==> src/rtl/prog_down_counter_pkg.sv <==
// Shared types and defaults for the programmable down counter.
package prog_down_counter_pkg;

  typedef enum logic [1:0] {
    IDLE  = 2'd0,
    COUNT = 2'd1,
    DONE  = 2'd2
  } state_e;

  localparam int DEFAULT_WIDTH = 8;

endpackage

==> src/rtl/prog_down_counter.sv <==
// Programmable down counter with latch/decrement strobes, one-shot or
// auto-reload operation and a registered terminal-count pulse.
module prog_down_counter
  import prog_down_counter_pkg::*;
#(
  parameter int WIDTH = DEFAULT_WIDTH
) (
  input  logic             clk,
  input  logic             rst_n,
  input  logic [WIDTH-1:0] in,
  input  logic             latch,
  input  logic             dec,
  input  logic             auto_reload,
  output logic [WIDTH-1:0] counter,
  output logic             zero,
  output logic             tc,
  output logic             busy
);

  localparam logic [WIDTH-1:0] ONE = WIDTH'(1);

  state_e           state_q, state_d;
  logic [WIDTH-1:0] counter_q, counter_d;
  logic [WIDTH-1:0] reload_q, reload_d;
  logic             tc_q, tc_d;
  logic             busy_q, busy_d;

  always_comb begin
    state_d   = state_q;
    counter_d = counter_q;
    reload_d  = reload_q;
    tc_d      = 1'b0;

    if (latch) begin
      counter_d = in;
      reload_d  = in;
      state_d   = (in != '0) ? COUNT : IDLE;
    end else begin
      case (state_q)
        COUNT: begin
          if (dec) begin
            if (counter_q > ONE) begin
              counter_d = counter_q - ONE;
            end else if (counter_q == ONE) begin
              counter_d = '0;
              tc_d      = 1'b1;
            end else if (auto_reload) begin
              // Zero is held for one dec step before reloading, giving a
              // period of reload value + 1 strobes.
              counter_d = reload_q;
            end else begin
              state_d = DONE;
            end
          end
        end
        IDLE, DONE: begin
          state_d = state_q;
        end
        default: begin
          state_d   = IDLE;
          counter_d = '0;
        end
      endcase
    end

    busy_d = (state_d == COUNT);
  end

  always_ff @(posedge clk) begin
    if (!rst_n) begin
      state_q   <= IDLE;
      counter_q <= '0;
      reload_q  <= '0;
      tc_q      <= 1'b0;
      busy_q    <= 1'b0;
    end else begin
      state_q   <= state_d;
      counter_q <= counter_d;
      reload_q  <= reload_d;
      tc_q      <= tc_d;
      busy_q    <= busy_d;
    end
  end

  assign counter = counter_q;
  assign zero    = (counter_q == '0);
  assign tc      = tc_q;
  assign busy    = busy_q;

endmodule
==> config.mk <==
export PLATFORM = sky130hd
export DESIGN_NAME = prog_down_counter
export DESIGN_NICKNAME = d
export VERILOG_FILES = /design/src/rtl/prog_down_counter_pkg.sv /design/src/rtl/prog_down_counter.sv
export SDC_FILE = /design/constraint.sdc
export NUM_CORES = 1
export LEC_CHECK = 0
export CORE_MARGIN = 8
export CORE_UTILIZATION = 54
export DETAILED_ROUTE_END_ITERATION = 10
export PLACE_DENSITY_LB_ADDON = 0.12
export SYNTH_ARGS = -nofsm -noshare
export SYNTH_HDL_FRONTEND = slang
export SYNTH_SLANG_ARGS = --single-unit
export TNS_END_PERCENT = 5
==> constraint.sdc <==
create_clock -name clk -period 5.5 [get_ports clk]
set_input_delay 0.825 -clock clk [delete_from_list [all_inputs] [get_ports clk]]
set_output_delay 0.825 -clock clk [all_outputs]
set_load 0.005 [all_outputs]
# Word level (Yosys, flattened, before mapping)
# Cells that the tools add are included.
# totals
latch_bits,0
mem_bits_rw,0
output_inout_bits,11
elab_cells,37
input_bits,13
mem_count,0
reg_bits,20
romBits,0
# op_classes
n_mul,0
shifts,0
addsub,1
eq_ne,7
bitwise,3
n_mux,14
n_lt_le_gt_ge,1
n_reduce_logical,6
n_div,0
# op_table
operator,n
2-to-1 mux 8 bit,5
one-hot mux 8 bit (2 select lines),1
2-to-1 mux 2 bit,5
"== test 8 x 1 -> 1 bit, second input constant",1
"> comparator 8 x 1 -> 1 bit, second input constant",1
zero test 8 bit,1
nonzero test 8 bit,1
"subtractor 8 x 1 -> 8 bit, second input constant",1
"inequality test 5 bit, second input constant",1
OR reduction 5 bit,1
"== test 2 x 1 -> 1 bit, second input constant",2
one-hot mux 2 bit (2 select lines),1
"inequality test 3 bit, second input constant",1
inverter 1 bit,3
AND reduction 3 bit,1
"== test 2 bit, second input constant",1
zero test 2 bit,1
2-to-1 mux 1 bit,2
"inequality test 2 bit, second input constant",1
OR reduction 2 bit,1

# Depth between registers and ports, before layout
# logic_depth
depth_word,7
depth_mapped,8
ltp_nobuf,7

# Worst setup path after synthesis
# Ideal clock, no wire load.
# synth_timing
path_type,reg-to-output
start,"register counter_q[0], in the netlist counter[0]"
end,output port zero
required_ps,4675
n_path_buf,1
arrival_ps,1274
path_slack_ps,3401
stages_incl_launch_ff,7
path_cell_list,dfxtp_1 inv_1 ha_1 clkbuf_2 nor3b_2 nand2_1 inv_1
# synth_via
elab_chain_len,1
# synth_rtl
item,line,source
"start, declared",prog_down_counter.sv:23,"logic [WIDTH-1:0] counter_q, counter_d;"
"start signal, assigned",prog_down_counter.sv:78,counter_q <= counter_d;
zero test 8 bit,prog_down_counter.sv:86,assign zero = (counter_q == '0);
"end, declared",prog_down_counter.sv:15,"output logic zero,"
# Every way passes these cells.

# Final worst setup path
# Ends and elaborated chain as after synthesis.

==> impl_metrics.env <==
export IMPL_slowest_stage="clkdlybuf4s50_1"
export IMPL_arrival_ns=2.37
export IMPL_crit_end="zero"
export IMPL_finalCriticalPeriod_ns=3.19
export IMPL_clk_pin_slew_ns=0.11
export IMPL_slew_headroom_pct=50.3
export IMPL_wl_mm=2.97
export IMPL_vias=1174
export IMPL_track_usage_pct=15.3
export IMPL_ir_drop_uv=190
export IMPL_core_um2=2170
export IMPL_synth_nets=157
export IMPL_start_util_pct=55.5
export IMPL_area_growth_pct=20.8
export IMPL_first_pass_iters=4
export IMPL_routed_via_density=6.24
export IMPL_cp_slowest_stage_delay_ns=0.51
export IMPL_r2r_slack_ns=3.34
export IMPL_drtAntennaViolNets=0
export IMPL_p_leak_nw=0.523
export IMPL_antenna_found_initial=0
export IMPL_detailed_place_hpwl_mm=2.32
export IMPL_dr_first_iter_drc_count=50
export IMPL_fmax_ghz=0.313
export IMPL_die_area_um2=4000
export IMPL_required_ns=4.68
export IMPL_maxCapViolCount=0
export IMPL_path_class="flip-flop to primary output"
export IMPL_cts_root_buf="clkbuf_4"
export IMPL_ys_warnings_count=0
export IMPL_drive_above_1_share_pct=8.75
export IMPL_grt_first_pass_wirelength_mm=5.18
export IMPL_setup_viol=0
export IMPL_status="finished clean"
export IMPL_worstPathMaxFanout=8
export IMPL_clk_latency_ns=0.30
export IMPL_cts_max_level=1
export IMPL_rows=17
export IMPL_tightest_slew_ns=0.743
export IMPL_synth_top_cell_by_area="dfxtp_1"
export IMPL_die_y_um=63.2
export IMPL_timing_setup_tns_ns=0
export IMPL_rsz0062_at_grt="no"
export IMPL_io_buffer_count=23
export IMPL_r2r_start="counter[0]"
export IMPL_seq_area_frac_synth_pct=33.3
export IMPL_final_cell_mix="clkdlybuf4s50_1, dfxtp_1, a21oi_1"
export IMPL_path_cells="inv_1, ha_1, nor3b_2, nand2_1, inv_1, clkdlybuf4s50_1"
export IMPL_crit_path_frequent_cell="inv_1"
export IMPL_wl_per_cell_um=15.8
export IMPL_cts_inserted_buffers=3
export IMPL_p_total_mw=0.366
export IMPL_clk_path_buf_depth=2
export IMPL_hold_class="flip-flop to flip-flop"
export IMPL_cts_tree="done"
export IMPL_avgSynthCellArea_um2=8.48
export IMPL_end_kind="primary output"
export IMPL_maxSlewViolCount=0
export IMPL_syn_inst=142
export IMPL_setup_worst_path_start="counter[0]"
export IMPL_fp_dieW_um=63.2
export IMPL_reg2reg_depth=6
export IMPL_place_congestion=0.943
export IMPL_layout_commonest_cell="clkdlybuf4s50_1"
export IMPL_cellPowerDensity_nw_per_um2=252
export IMPL_grt_pass1_vias=1164
export IMPL_num_io_pins=24
export IMPL_r2r_end="counter[4]"
export IMPL_start_kind="flip-flop"
export IMPL_netlist_top_cells_area="dfxtp_1, a21oi_1, nand2b_1"
export IMPL_fin_nets=176
export IMPL_ctsHoldBuffers=0
export IMPL_n_antenna_cell=0
export IMPL_grt_max_degree=23
export IMPL_ys_seq_elements=20
export IMPL_finalHoldViolCount=0
export IMPL_period_share_pct=58.1
export IMPL_grt_overflow_total=0
export IMPL_syn_area_um2=1200
export IMPL_ctsResizeCount=0
export IMPL_cts_sinks=20
export IMPL_synthDominantCellAreaShare_pct=33.3
export IMPL_drc=0
export IMPL_ys_types=47
export IMPL_final_setup_skew_ns=0.00176
export IMPL_postCtsSetupBuffers=0
==> cell type report <==
cell class	count	area, µm²
Clock buffer	4	36.3
Fill cell	193	716
Sequential cell	20	400
Timing Repair Buffer	23	230
Tap cell	28	35.0
Multi-Input combinational cell	105	722
Inverter	8	30.0
==> critical path, delay by kind of cell (launching register included) <==
kind,cells,cell delay [ns]
flip-flops,1,0.39
adder cells (fa/ha/maj),1,0.30
AND/OR/NAND/NOR,2,0.65
buffers and inverters,3,0.73
==> through the flow <==
| stage | cell area, µm² | util [%] | hold WS, ns | setup WS (ns) | std cells |
|---|---|---|---|---|---|
| 6_report | 1450 | 67.0 | 0.480 | 2.31 | 188 |
| 5_1_grt | 1450 | 67.0 | 0.510 | 2.11 | 188 |
| 4_1_cts | 1450 | 67.0 | 0.481 | 2.31 | 188 |
| 3_5_place_dp | 1420 | 65.3 | 0.463 | 2.47 | 184 |
| 3_3_place_gp | 1420 | 65.3 | 0.457 | 2.48 | 184 |
| 2_1_floorplan | 1200 | - | 0.445 | 3.40 | 142 |
==> cells in the mapped netlist, drive strengths merged <==
cell,count
nor2,8
o21a,3
o211ai,5
clkbuf,5
nand3b,1
mux2i,1
a31o,1
nand3,3
nor4,3
o2111a,1
a21boi,2
nand2,10
inv,8
xor2,1
o31ai,1
o311ai,2
or2,1
o221ai,1
buf,4
a41oi,1
or4,2
o311a,1
nor3,3
ha,2
nand2b,8
nor3b,2
o41ai,1
dfxtp,20
and2,1
o21ai,4
a21oi,14
a31oi,3
o221a,1
nor2b,8
a32o,1
a211oi,1
nand4,2
or3b,1
a311oi,5
==> layer usage <==
| layer | wire length (µm) | track usage (%) | part of all wire [%] |
|---|---|---|---|
| met5 | 0 | 0 | 0 |
| met1 | 1310 | 18.8 | 44 |
| met2 | 1380 | 24.7 | 46 |
| met4 | 48 | 8.08 | 1.6 |
| met3 | 230 | 3.00 | 7.8 |
==> how the worst min path moves through the flow <==
stage | from | to | slack [ns] | depth (start not counted)
2_1_floorplan | reload_q[3] | reload_q[3] | 0.45 | 2
3_5_place_dp | reload_q[2] | reload_q[2] | 0.46 | 2
6_report | reload_q[2] | reload_q[2] | 0.48 | 2
5_1_grt | reload_q[2] | reload_q[2] | 0.51 | 2
3_3_place_gp | reload_q[2] | reload_q[2] | 0.46 | 2
4_1_cts | reload_q[2] | reload_q[2] | 0.48 | 2
==> flip-flops by register name (all words and copies together) (netlist names) <==
signal,flops
counter,8
reload_q,8
state_q,2
busy,1
tc,1
==> cells by family after synthesis <==
logic type	synth area share [%]
and+or+nand+nor	28.3
AOI/OAI and AO/OA	28.1
DFF	33.3
buffers and inverters	6.76
adders and majority gates	2.08
xor gates and xnor gates	0.728
muxes	0.832
==> where the power goes <==
group,total [mW],switching (mW),internal [mW]
Clock,0.0872,0.0468,0.0404
Combinational,0.111,0.0576,0.0532
Sequential,0.168,0.0133,0.155
Total,0.366,0.118,0.248
(Power assumes the default switching activity.)
